**src/rtl/clz_arbiter.sv**
```systemverilog
// clz_arbiter: two-requester round-robin front end for one shared
// leading-zero / leading-one counter with a single registered result slot.
module clz_arbiter #(
    parameter int CNT_W = 6
) (
    input  logic             clk,
    input  logic             rst_n,
    input  logic             req0_valid,
    input  logic [31:0]      req0_data,
    input  logic             req0_clo,
    output logic             req0_ready,
    input  logic             req1_valid,
    input  logic [31:0]      req1_data,
    input  logic             req1_clo,
    output logic             req1_ready,
    output logic             rsp_valid,
    output logic             rsp_id,
    output logic [CNT_W-1:0] rsp_count,
    input  logic             rsp_ready
);

    typedef struct packed {
        logic             id;
        logic [CNT_W-1:0] count;
    } rsp_t;

    logic             rsp_valid_q, rsp_valid_d;
    rsp_t             rsp_q, rsp_d;
    logic             last_grant_q, last_grant_d;
    logic             can_accept;
    logic             grant_vld;
    logic             grant_id;
    logic             accept;
    logic [31:0]      operand;
    logic [CNT_W-1:0] lz_count;

    // Round-robin grant: a lone requester wins; on contention the one not served last wins
    always_comb begin
        grant_vld = req0_valid || req1_valid;
        grant_id  = 1'b0;
        if (req0_valid && req1_valid) begin
            grant_id = ~last_grant_q;
        end else if (req1_valid) begin
            grant_id = 1'b1;
        end
    end

    // The slot can take a new operand when empty or being drained this cycle.
    // Readys are forced low while reset is asserted so nothing is handshaken then.
    assign can_accept = !rsp_valid_q || rsp_ready;
    assign req0_ready = rst_n && can_accept && grant_vld && !grant_id;
    assign req1_ready = rst_n && can_accept && grant_vld &&  grant_id;
    assign accept     = req0_ready || req1_ready;

    // Shared counter: CLO reuses the CLZ logic on the inverted operand
    always_comb begin
        operand  = grant_id ? (req1_data ^ {32{req1_clo}})
                            : (req0_data ^ {32{req0_clo}});
        lz_count = CNT_W'(32);
        // Scan upward so the highest set bit is the last to assign
        for (int i = 0; i < 32; i++) begin
            if (operand[i]) begin
                lz_count = CNT_W'(31 - i);
            end
        end
    end

    // Result slot next state: load on accept (also covers drain+accept), clear on drain, else hold
    always_comb begin
        rsp_valid_d  = rsp_valid_q;
        rsp_d        = rsp_q;
        last_grant_d = last_grant_q;
        if (accept) begin
            rsp_valid_d   = 1'b1;
            rsp_d.id      = grant_id;
            rsp_d.count   = lz_count;
            last_grant_d  = grant_id;
        end else if (rsp_ready) begin
            rsp_valid_d = 1'b0;
        end
    end

    // State registers; last_grant resets to 1 so requester 0 wins the first contention
    always_ff @(posedge clk) begin
        if (!rst_n) begin
            rsp_valid_q  <= 1'b0;
            rsp_q        <= '0;
            last_grant_q <= 1'b1;
        end else begin
            rsp_valid_q  <= rsp_valid_d;
            rsp_q        <= rsp_d;
            last_grant_q <= last_grant_d;
        end
    end

    assign rsp_valid = rsp_valid_q;
    assign rsp_id    = rsp_q.id;
    assign rsp_count = rsp_q.count;

endmodule

```
**config.mk**
```make
export PLATFORM = sky130hd
export DESIGN_NAME = clz_arbiter
export DESIGN_NICKNAME = d
export VERILOG_FILES = /design/src/rtl/clz_arbiter.sv
export SDC_FILE = /design/constraint.sdc
export NUM_CORES = 1
export LEC_CHECK = 0
export CAP_MARGIN = 20
export CORE_MARGIN = 2
export CORE_UTILIZATION = 48
export CTS_CLUSTER_DIAMETER = 60
export CTS_CLUSTER_SIZE = 30
export DETAILED_ROUTE_END_ITERATION = 6
export GPL_TIMING_DRIVEN = 0
export PLACE_DENSITY = 0.95
export REMOVE_ABC_BUFFERS = 1
export SETUP_SLACK_MARGIN = 0.5
export SLEW_MARGIN = 20
export SYNTH_ARGS = -nofsm -noshare
export SYNTH_HDL_FRONTEND = slang
export SYNTH_SLANG_ARGS = --single-unit
```
**constraint.sdc**
```tcl
create_clock -name clk -period 3.7 [get_ports clk]
set_clock_uncertainty 0.2 [all_clocks]
set_input_delay 0.74 -clock clk [delete_from_list [all_inputs] [get_ports clk]]
set_output_delay 0.74 -clock clk [all_outputs]
set_load 0.01 [all_outputs]
```
==> metrics.csv, run 1 <==
metric,value,unit
Final Cell Area,2930,um^2
final setup fails,0,
Cell Int Power,348,uW
"Top FF cell, synth",dfxtp_1,
met3 Usage GRT,2.78,%
Comb pwr share,60.2,%
vias in the first global route,2274,
setup TNS,0,ns
via-per-instance ratio,6.00,
Hold Fails Final Rpt,0,
DR DRC count,0,
number of synthesis warnings,0,
RSZ-0062 raised after global routing,no,
pre-CTS setup slack,0.144,ns
met1 Use GR,30.6,%
CP Data Arrival Time,2.20,ns
routability cong.,0.846,
Cell variety after synth,54,
Post-CTS Hold Buffers,0,
Ant. Diodes,0,
Vias,2557,
M2 GR Usage,43.6,%
Ports,81,
Psw,202,uW
crit path kind,input port to output pin,
worst-skew pair later-pin latency,0.23,ns
Mean Syn Cell Area,6.65,um^2
P&R area growth vs syn,44.0,%
share of layout cells above drive strength 1,6.65,%
die area,4780,um^2
Detail Route Antenna Nets,0,
top post-synthesis cells by area,"dfxtp_1 (8.9%), nand3_1 (8.9%), xnor2_1 (7.3%)",
largest net degree at the start of global routing,48,
pwr/cell area,188,nW/um^2
area share of the largest cell type after synthesis,8.86,%
Worst Path Required,2.76,ns
grt total ovfl,0,
Iter 0 DRT Violations,195,
Yosys reg bits,9,
CTS max path bufs,2,
Die H,69.1,um
Worst setup EP type,output pin,
critical-path maximum fanout,5,
FF/Latch Area,180,um^2
"Cell Area, Synth",2030,um^2
Max-slew headroom,61.0,%
CTS Buf Count,3,
# port buffers,80,
root buf cell,clkbuf_8,
minimum hold slack,0.260,ns
chip width,69.1,um
Peak Freq,319,MHz
CORE AREA,4030,um^2
initial antenna violation count,0,
Cell Rows,23,
drt wl/cell,14.7,um
Clock power frac,20.4,%
crit share post-route,84.7,%
initial core utilization,50.5,%
sw frac,36.7,%
hold crit path type,flip-flop to flip-flop,
fin worst setup slack,0.565,ns
status,"complete, no violations",
global-route wire length before repair,10100,um
worst-case vdd ir drop,0.106,mV
TritonCTS clock tree,yes,
Slew @ Worst Pin,0.580,ns
Seq pwr share,19.4,%
Final Critical Period,3.14,ns
GRT Total Usage,24.4,%
Pleak,0.00113,uW
GRT Max-Usage Layer,met2,
Pins Over Slew Limit,0,
"Net count, final",448,
clock-pin slew on the worst setup and hold paths,0.05,ns
DP Wirelength,4620,um
ys async rst share,0,%
fill count,341,
Routed WL,6280,um
CP startpoint kind,input port,
Post-DP Area,2830,um^2
"EDFF count, synth",0,
Max Cap Viol,0,
final non-filler cell total,426,
sequential area share after synthesis,8.86,%
placed cells,418,
footprint of the multi-input gates,1720,um^2
htree depth,1,
CTS sink count,9,
top cell type by total area after synthesis,dfxtp_1,
TritonRoute pass-1 iters,4,
cell count after synthesis,306,
-- cells in the mapped netlist (3+ instances only) --
cell type,count
and2_1,3
o21ai_1,3
nor2b_1,5
xnor2_1,17
buf_4,3
xor2_1,10
or3_1,18
mux2i_1,5
dfxtp_1,9
a31oi_1,6
nor2_1,16
o21ai_0,16
nor3_1,25
and3_1,16
nand3_1,36
a211oi_1,3
o31ai_1,6
nand2b_1,8
buf_2,11
nand4_1,4
buf_6,5
o211ai_1,5
nand2_1,21
inv_1,4
a21oi_1,15
-- flip-flops by register name, indices dropped and copies added, names as in the netlist --
signal,flops
rsp_id,1
rsp_count,6
last_grant_q,1
rsp_valid,1
-- what timing repair did --
item | 4_1_cts | 5_1_grt
cloned | 0 | 1
setup endpoints to repair | 4 | 3
pin swaps | 1 | 1
setup buffers | 2 | 1
gates resized for setup | 1 | 6
-- cell usage in the layout (no fill, tap or decap), types with 2 or more instances in the layout --
master and count:
inv_1 4, nor3_1 25, mux2i_1 5, o211ai_1 5, a32o_1 2, dfxtp_1 9
and3_1 15, xor2_1 10, buf_4 3, nor2_1 16, or4_1 2, o31ai_1 6
nand2_1 21, buf_2 2, o311ai_0 2, a211oi_1 3, a21boi_2 2, nand3_1 36
o21ai_0 16, or3_1 18, nand2b_1 8, and2_1 3, a211o_1 2, clkdlybuf4s50_1 74
nand4_1 4, nor2b_1 5, nand4b_1 2, a21oi_1 15, xnor2_1 17, o21ai_1 3
a31oi_1 6, dlymetal6s2s_1 4, clkbuf_8 3
-- area by class of cell --
| type | count | share of cell area, % |
|---|---|---|
| Multi-Input combinational cell | 272 | 58.7 |
| Timing Repair Buffer | 87 | 31.0 |
| Sequential cell | 9 | 6.15 |
| Tap cell | 50 | 2.13 |
| Clock buffer | 4 | 1.54 |
| Inverter | 4 | 0.512 |
-- metal layers --
metal | vias up | wire length (um)
met2 | 101 | 3270
met1 | 1157 | 2570
met5 | - | 0
li1 | 1285 | -
met3 | 14 | 314
met4 | 0 | 114
-- power by group through the flow --
stage,Sequential (uW),Clock (uW),Combinational [uW]
floorplan,109,0,151
global placement,107,0,301
detailed placement,108,0,320
CTS,107,113,325
global route,107,119,362
finish,107,112,331
-- stage by stage --
stage	util [%]	power (uW)
after floorplan	-	260
after global placement	68.4	407
after detailed placement	70.3	428
after CTS	72.0	544
after global routing	72.7	588
final	72.7	551
-- cell families (layout without fill, tap and decap cells) --
family / after synthesis / count (layout) / share of synthesized area [%]
mux: 6 / 6 / 3.01
simple gates: 166 / 166 / 45.0
xor+xnor: 27 / 27 / 11.6
buf+inv: 25 / 95 / 7.69
compound gates: 73 / 73 / 23.8
flops: 9 / 9 / 8.86
-- path summary, 6_finish.rpt --
check	from	to	slack, ns	cells past startpoint
worst max-delay path	rsp_ready	req0_ready	0.56	5
worst min-delay path	rsp_count[4]	rsp_count[4]	0.26	2
worst max register to register	last_grant_q	rsp_count[5]	1.28	7
worst min register to register	rsp_count[4]	rsp_count[4]	0.26	2
-- critical path: stages --
cell and delay [ns]:
clkdlybuf4s50_1 0.45, nand2b_1 0.20, nand3b_1 0.16, nor2_1 0.11, clkdlybuf4s50_1 0.54
(Power assumes the default switching activity.)
==> run 2, diff against run 1 <==
--- a/config.mk
+++ b/config.mk
@@ -7,12 +7,12 @@
 export LEC_CHECK = 0
 export CAP_MARGIN = 20
 export CORE_MARGIN = 2
-export CORE_UTILIZATION = 48
+export CORE_UTILIZATION = 45
 export CTS_CLUSTER_DIAMETER = 60
 export CTS_CLUSTER_SIZE = 30
 export DETAILED_ROUTE_END_ITERATION = 6
 export GPL_TIMING_DRIVEN = 0
-export PLACE_DENSITY = 0.95
+export PLACE_DENSITY = 0.91
 export REMOVE_ABC_BUFFERS = 1
 export SETUP_SLACK_MARGIN = 0.5
 export SLEW_MARGIN = 20
==> constraint.sdc (replaced) <==
create_clock -name clk -period 3.1 [get_ports clk]
set_clock_uncertainty 0.2 [all_clocks]
set_input_delay 0.62 -clock clk [delete_from_list [all_inputs] [get_ports clk]]
set_output_delay 0.62 -clock clk [all_outputs]
set_load 0.01 [all_outputs]
==> run 2 against run 1 <==
Against the previous run: sequential power rose by 20%; clock power rose by 22%; sequential cell count did not move; global-route usage fell by 0.23 points.
==> metrics.csv, run 2 (synthesized netlist as in run 1, its figures left out) <==
metric,value,unit,change
P&R area growth vs syn,59.2,%,was 44.0%
Post-CTS Hold Buffers,0,,unchanged
GRT Max-Usage Layer,met2,,unchanged
share of layout cells above drive strength 1,16.1,%,was 6.65%
CTS Buf Count,3,,unchanged
chip width,71.2,um,was 69.1 um
crit path cell chain,"clkdlybuf4s50_1, and3_1, o31ai_1, nor4_2, a21boi_2, o21ai_1, and2_1",,"was clkdlybuf4s50_1, nand2b_1, nand3b_1, nor2_1, clkdlybuf4s50_1"
root buf cell,clkbuf_8,,unchanged
routability cong.,0.803,,was 0.846
Worst Path Required,3.07,ns,was 2.76 ns
CTS sink count,9,,unchanged
CORE AREA,4350,um^2,was 4030 um^2
crit path kind,input port to flip-flop,,was input port to output pin
hold crit path type,flip-flop to flip-flop,,unchanged
Critical-path top delay cell,o31ai_1,,was clkdlybuf4s50_1
final setup fails,0,,unchanged
pwr/cell area,221,nW/um^2,was 188 nW/um^2
Pleak,0.00143,uW,was 0.00113 uW
Max-slew headroom,53.4,%,was 61.0%
# port buffers,80,,unchanged
minimum hold slack,0.285,ns,was 0.260 ns
Ports,81,,unchanged
RSZ-0062 raised after global routing,yes,,was no
global-route wire length before repair,10300,um,was 10100 um
Final Cell Area,3240,um^2,was 2930 um^2
Final Critical Period,2.64,ns,
"commonest non-fill, non-tap cells in the layout","clkdlybuf4s50_1 (50), nand3_1 (31), nor3_1 (25)",,"was clkdlybuf4s50_1 (74), nand3_1 (36), nor3_1 (25)"
DR DRC count,0,,unchanged
fill count,308,,was 341
TritonCTS clock tree,yes,,unchanged
clock-pin slew on the worst setup and hold paths,0.05,ns,about the same
met3 Usage GRT,3.38,%,was 2.78%
Crit path largest cell delay,0.60,ns,was 0.54 ns
"commonest non-fill, non-tap cell in the layout",clkdlybuf4s50_1,,unchanged
met1 Use GR,29.7,%,was 30.6%
Hold Fails Final Rpt,0,,unchanged
Routed WL,7730,um,was 6280 um
WP buf/inv,1,,was 2
Worst setup EP type,flip-flop,,was output pin
die area,5080,um^2,was 4780 um^2
Ant. Diodes,0,,unchanged
CP Data Arrival Time,2.62,ns,was 2.20 ns
"Net count, final",464,,was 448
Max Cap Viol,0,,unchanged
Detail Route Antenna Nets,0,,unchanged
grt total ovfl,0,,unchanged
max reg flops,6,,unchanged
worst-case vdd ir drop,0.159,mV,was 0.106 mV
Peak Freq,378,MHz,
htree depth,1,,unchanged
initial antenna violation count,0,,unchanged
DP Wirelength,4610,um,was 4620 um
vias in the first global route,2379,,was 2274
Pins Over Slew Limit,0,,unchanged
TritonRoute pass-1 iters,5,,was 4
drt wl/cell,17.4,um,was 14.7 um
largest net degree at the start of global routing,35,,was 48
status,"complete, no violations",,unchanged
crit share post-route,85.3,%,
Post-DP Area,2840,um^2,was 2830 um^2
worst-skew pair later-pin latency,0.23,ns,about the same
Cell Rows,24,,was 23
reg2reg setup slack,0.63,ns,was 1.28 ns
CTS max path bufs,2,,unchanged
via-per-instance ratio,6.40,,was 6.00
critical-path maximum fanout,6,,was 5
CP startpoint kind,input port,,unchanged
Iter 0 DRT Violations,218,,was 195
Slew @ Worst Pin,0.682,ns,was 0.580 ns
Worst path top cell family by delay,compound AO/OA/AOI/OAI gates,,was buffers and inverters
Vias,2840,,was 2557
Die H,71.2,um,was 69.1 um
initial core utilization,46.7,%,was 50.5%
M2 GR Usage,44.1,%,was 43.6%
GRT Total Usage,24.2,%,was 24.4%
==> run 2: through the flow <==
stage / cells / utilization [%] / TNS (ns) / setup WS, ns / total power [uW]
after floorplan: 285 / - / -1.80 / -0.419 / 310
after global routing: 444 / 74.4 / 0 / 0.433 / 755
after global placement: 417 / 63.4 / -14.65 / -1.84 / 487
final: 444 / 74.4 / 0 / 0.457 / 715
after detailed placement: 420 / 65.1 / -1.07 / -0.293 / 510
after CTS: 432 / 68.3 / 0 / 0.503 / 662
==> run 2: cell type report <==
cell class	instances	area, um^2	share of cell area, %
Tap cell	52	65.1	2.01
Timing Repair Buffer	102	1110	34.2
Inverter	4	15.0	0.464
Sequential cell	9	180	5.56
Clock buffer	4	45.0	1.39
Multi-Input combinational cell	273	1830	56.4
==> run 2: worst paths after layout <==
kind | start | end | cells past startpoint
setup / recovery | req0_data[23] | rsp_count[3] | 7
hold / removal | rsp_id | rsp_id | 1
setup reg to reg | last_grant_q | rsp_count[0] | 9
hold reg to reg | rsp_id | rsp_id | 1
==> run 2: what timing repair did <==
action                     in CTS  in global routing
pin swaps                       4                 11
hold endpoints to repair        0                  0
buffers inserted                7                 10
resized for setup              17                 53
setup endpoints to repair       8                  7
cloned                          1                  2
==> run 2: layer usage <==
layer,up-vias,wire length [um]
met5,-,0
li1,1318,-
met1,1320,2890
met2,166,3990
met3,36,536
met4,0,312
==> run 2: worst reg2reg max path, cell delays in order, from the launching register on <==
cell and delay, ns:
dfxtp_1 0.48, a21boi_4 0.11, buf_4 0.14, buf_4 0.12
buf_4 0.13, buf_4 0.16, nand2_1 0.07, o21ai_0 0.10
a2111oi_0 0.67, a32o_1 0.22
==> run 2: report_power, final <==
| part | switching [uW] | total, uW | internal, uW |
|---|---|---|---|
| Combinational | 220 | 450 | 231 |
| Sequential | 5.94 | 128 | 122 |
| Clock | 47.1 | 137 | 89.7 |
==> run 3, diff against run 2 <==
--- a/config.mk
+++ b/config.mk
@@ -11,8 +11,9 @@
 export CTS_CLUSTER_DIAMETER = 60
 export CTS_CLUSTER_SIZE = 30
 export DETAILED_ROUTE_END_ITERATION = 6
+export GPL_ROUTABILITY_DRIVEN = 0
 export GPL_TIMING_DRIVEN = 0
-export PLACE_DENSITY = 0.91
+export PLACE_DENSITY_LB_ADDON = 0.12
 export REMOVE_ABC_BUFFERS = 1
 export SETUP_SLACK_MARGIN = 0.5
 export SLEW_MARGIN = 20
==> run 3 against run 2 <==
Against the previous run: non-clock buffer count decreased by 3; sequential cell count unchanged; clock power about the same; combinational power decreased by 6.4%; final cell count decreased by 0.68%; utilization decreased by 0.78 points; wire length decreased by 18%; sequential power about the same; first-iteration DRC count decreased by 41%; hold slack got worse by 0.019 ns; total power decreased by 3.9%.
==> metrics.csv, run 3 (synthesized netlist as in run 1, its figures left out) <==
metric,value,unit,change
status,"complete, no violations",,unchanged
DR DRC count,0,,unchanged
Critical R2R Capture,rsp_count[5],,was rsp_count[0]
Psw,252,uW,was 273 uW
Comb pwr share,61.2,%,was 62.9%
stages on the worst setup path,9,,was 7
clock-pin slew on the worst setup and hold paths,0.05,ns,about the same
total power,687,uW,was 715 uW
fin worst setup slack,0.513,ns,was 0.457 ns
initial antenna violation count,0,,unchanged
"commonest non-fill, non-tap cells in the layout","clkdlybuf4s50_1 (54), nand3_1 (32), nor3_1 (21), nand2_1 (21), dlymetal6s2s_1 (19)",,"was clkdlybuf4s50_1 (50), nand3_1 (31), nor3_1 (25)"
minimum hold slack,0.266,ns,was 0.285 ns
initial core utilization,46.7,%,unchanged
Critical-path top delay cell,or4_4,,was o31ai_1
CTS sink count,9,,unchanged
Routed WL,6320,um,was 7730 um
htree depth,1,,unchanged
Setup crit end,rsp_count[5],,was rsp_count[3]
Hold Fails Final Rpt,0,,unchanged
reg2reg setup slack,0.71,ns,was 0.63 ns
"commonest non-fill, non-tap cell in the layout",clkdlybuf4s50_1,,unchanged
Detail Route Antenna Nets,0,,unchanged
Pleak,0.00139,uW,was 0.00143 uW
largest net degree at the start of global routing,39,,was 35
Crit path largest cell delay,0.55,ns,was 0.60 ns
vias in the first global route,2251,,was 2379
sw frac,36.7,%,was 38.1%
root buf cell,clkbuf_8,,unchanged
via-per-instance ratio,5.88,,was 6.40
hold crit path type,flip-flop to flip-flop,,unchanged
Crit. Startpoint,req0_clo,,was req0_data[23]
FF/Latch Area,180,um^2,unchanged
Vias,2593,,was 2840
Peak Freq,386,MHz,was 378 MHz
drt wl/cell,14.3,um,was 17.4 um
CTS max path bufs,2,,unchanged
RSZ-0062 raised after global routing,yes,,unchanged
Clock power frac,20.1,%,was 19.1%
crit path kind,input port to flip-flop,,unchanged
pre-CTS setup slack,-0.236,ns,was -0.293 ns
Cell Rows,24,,unchanged
fill count,369,,was 308
Iter 0 DRT Violations,129,,was 218
setup TNS,0,ns,unchanged
global-route wire length before repair,9410,um,was 10300 um
max reg flops,6,,unchanged
Max-slew headroom,65.9,%,was 53.4%
pwr/cell area,215,nW/um^2,was 221 nW/um^2
grt total ovfl,0,,unchanged
"Net count, final",461,,was 464
footprint of the multi-input gates,1810,um^2,was 1830 um^2
final setup fails,0,,unchanged
Ant. Diodes,0,,unchanged
Pins Over Slew Limit,0,,unchanged
Post-CTS Hold Buffers,0,,unchanged
crit path cell chain,"buf_8, buf_16, or3_4, nand3_2, nand4bb_1, nand3b_4, or4_4, o21ai_2, and2_1",,"was clkdlybuf4s50_1, and3_1, o31ai_1, nor4_2, a21boi_2, o21ai_1, and2_1"
TritonCTS clock tree,yes,,unchanged
Seq pwr share,18.6,%,was 17.9%
TritonRoute pass-1 iters,4,,was 5
crit share post-route,83.5,%,was 85.3%
critical-path maximum fanout,24,,was 6
worst r2r path cells,7,,was 9
P&R area growth vs syn,57.5,%,was 59.2%
WP buf/inv,2,,was 1
R2R Path Start,last_grant_q,,unchanged
die area,5080,um^2,unchanged
GRT Total Usage,21.7,%,was 24.2%
Worst Path Required,3.08,ns,was 3.07 ns
Max Cap Viol,0,,unchanged
Die H,71.2,um,unchanged
CTS Buf Count,3,,unchanged
worst-skew pair later-pin latency,0.23,ns,about the same
# port buffers,80,,unchanged
chip width,71.2,um,unchanged
CP Data Arrival Time,2.56,ns,was 2.62 ns
Slew @ Worst Pin,0.508,ns,was 0.682 ns
DP Wirelength,4210,um,was 4610 um
Cell Int Power,435,uW,was 443 uW
WHS Path Cells,2,,was 1
worst-case vdd ir drop,0.116,mV,was 0.159 mV
share of layout cells above drive strength 1,14.4,%,was 16.1%
Worst path top cell family by delay,simple AND/OR/NAND/NOR gates,,was compound AO/OA/AOI/OAI gates
Worst setup EP type,flip-flop,,unchanged
Final Critical Period,2.59,ns,was 2.64 ns
CP startpoint kind,input port,,unchanged
Ports,81,,unchanged
CORE AREA,4350,um^2,unchanged
-- run 3: cell count changes in the layout (fill, tap and decap cells not counted), moves of 3 or more --
cell | previous run | this run
clkdlybuf4s50_1 | 50 | 54
nor3_1 | 25 | 21
nor3_2 | 0 | 4
buf_4 | 16 | 13
buf_6 | 3 | 0
or3_1 | 13 | 16
or3_4 | 6 | 3
-- run 3: final cells by class --
type	instances	area share, %
multi-input combinational	273	56.4
inverter	4	0.469
timing repair buffer	99	34.1
clock buffer	4	1.41
tap	52	2.03
sequential	9	5.62
-- run 3: worst min-delay path by stage --
stage / slack (ns) / start / end
floorplan: 0.29 / rsp_count[4] / rsp_count[4]
global placement: 0.25 / rsp_count[4] / rsp_count[4]
detailed placement: 0.26 / rsp_count[4] / rsp_count[4]
CTS: 0.27 / rsp_count[4] / rsp_count[4]
global route: 0.29 / rsp_count[4] / rsp_count[4]
finish: 0.27 / rsp_count[4] / rsp_count[4]
-- run 3: timing repair --
action                     in CTS  in global routing
pin swaps                       5                  6
gates resized for setup        10                 44
setup buffers                   5                  8
cloned                          0                  4
setup endpoints to repair       8                  7
-- run 3: metal layers --
| layer | up-vias | global-route usage [%] | routed length, um |
|---|---|---|---|
| met5 | - | 0 | 0 |
| met4 | 0 | 4.61 | 82 |
| met3 | 8 | 1.55 | 270 |
| met2 | 74 | 40.5 | 3200 |
| met1 | 1200 | 27.0 | 2760 |
| li1 | 1311 | - | - |
-- run 3: power groups by stage --
stage / clock (uW) / sequential, uW / combinational (uW)
finish: 138 / 128 / 421
global route: 148 / 129 / 460
detailed placement: 0 / 129 / 377
CTS: 140 / 127 / 387
floorplan: 0 / 130 / 180
global placement: 0 / 128 / 362
-- run 3: worst min-delay path: cells and delay by family (launching register included) --
kind	cells	cell delay, ns
simple gates	1	0.07
flops	1	0.30
compound gates	1	0.05
-- run 3: metrics by stage --
step                std cells  util, %  area (um^2)
detailed placement        420     65.1         2840
CTS                       429     67.3         2930
finish                    441     73.6         3200
floorplan                 285        -         1890
global placement          417     63.4         2760
global route              441     73.6         3200
==> edit: new RTL, settings of run 2 <==
Set the parameter `CNT_W` to 12 (it was 6).
--- a/src/rtl/clz_arbiter.sv
+++ b/src/rtl/clz_arbiter.sv
@@ -1,7 +1,7 @@
 // clz_arbiter: two-requester round-robin front end for one shared
 // leading-zero / leading-one counter with a single registered result slot.
 module clz_arbiter #(
-    parameter int CNT_W = 6
+    parameter int CNT_W = 12
 ) (
     input  logic             clk,
     input  logic             rst_n,
Interface: changed (resized rsp_count); port bits go from 81 to 87. The function was not compared with the original's and may differ.
==> edit against run 2 <==
- clock power rose by 4%
- sequential cell count unchanged
- cell area shrank 0.15%
- total power fell by 11%
- setup slack gained 120 ps
- final cell count up 12%
- wire length is 5.3% lower
- first-iteration DRC count grew 22%
- area after synthesis is 11% higher
- critical endpoint unchanged
- highest routed layer unchanged
==> edit: results <==
grt:
  grt_pass1_wl_mm: 11.6
  first_global_vias: 2625
  met3_usage_pct: 6.29
  grt_use_met2_pct: 43.8
  grt_usage_pct: 25.9
  use_met1_pct: 33.5
layout:
  fin_util_pct: 67.6
  layout-drive-gt1-share_pct: 9.07
  fin_cells: 497
synthesis:
  synthCells: 359
  ys_types: 61
sta:
  worst_hold_slack_ps: 255
critical_path:
  max_stage_delay_ps: 500
  arrival_ps: 2450
min_path:
  worstHoldStart: "rsp_count[5]$_SDFFE_PN0P_"
  hold_depth: 2
detailed_routing:
  wl_met3_um: 604
  wl_met2_mm: 3.50
place:
  dp_hpwl_mm: 5.40
  dpl-instance-area_mm2: 0.00307
power_and_ir_drop:
  powerDensity_mw_per_mm2: 196
  p_leak_nw: 1.21
  power_frac_seq_pct: 20.0
run_status:
  status: "complete, no violations"
cts:
  cts_setup_buffers: 5
-- edit: cell count changes after synthesis, sizes merged, moves of 5 or more --
| cell | before | now |
|---|---|---|
| xnor2 | 17 | 3 |
| nor2 | 16 | 29 |
| o22ai | 0 | 13 |
| inv | 4 | 13 |
| nand2 | 21 | 30 |
| or2 | 1 | 8 |
| xor2 | 10 | 3 |
| a221oi | 0 | 5 |
| and3 | 16 | 11 |
| nor3 | 25 | 20 |
| or4 | 2 | 7 |
-- edit: kinds of logic after synthesis --
family                    synth area share [%]
and+or+nand+nor                           43.5
AOI/OAI and AO/OA                         36.7
buffers and inverters                     8.45
DFF                                       7.96
xor gates and xnor gates                  2.32
muxes                                    0.939
other                                    0.166
-- edit: cell type report --
type,instances,area share [%]
Timing Repair Buffer,88,27.4
Sequential cell,9,5.57
Inverter,13,1.51
Clock buffer,4,1.39
Multi-Input combinational cell,316,61.5
Tap cell,67,2.59
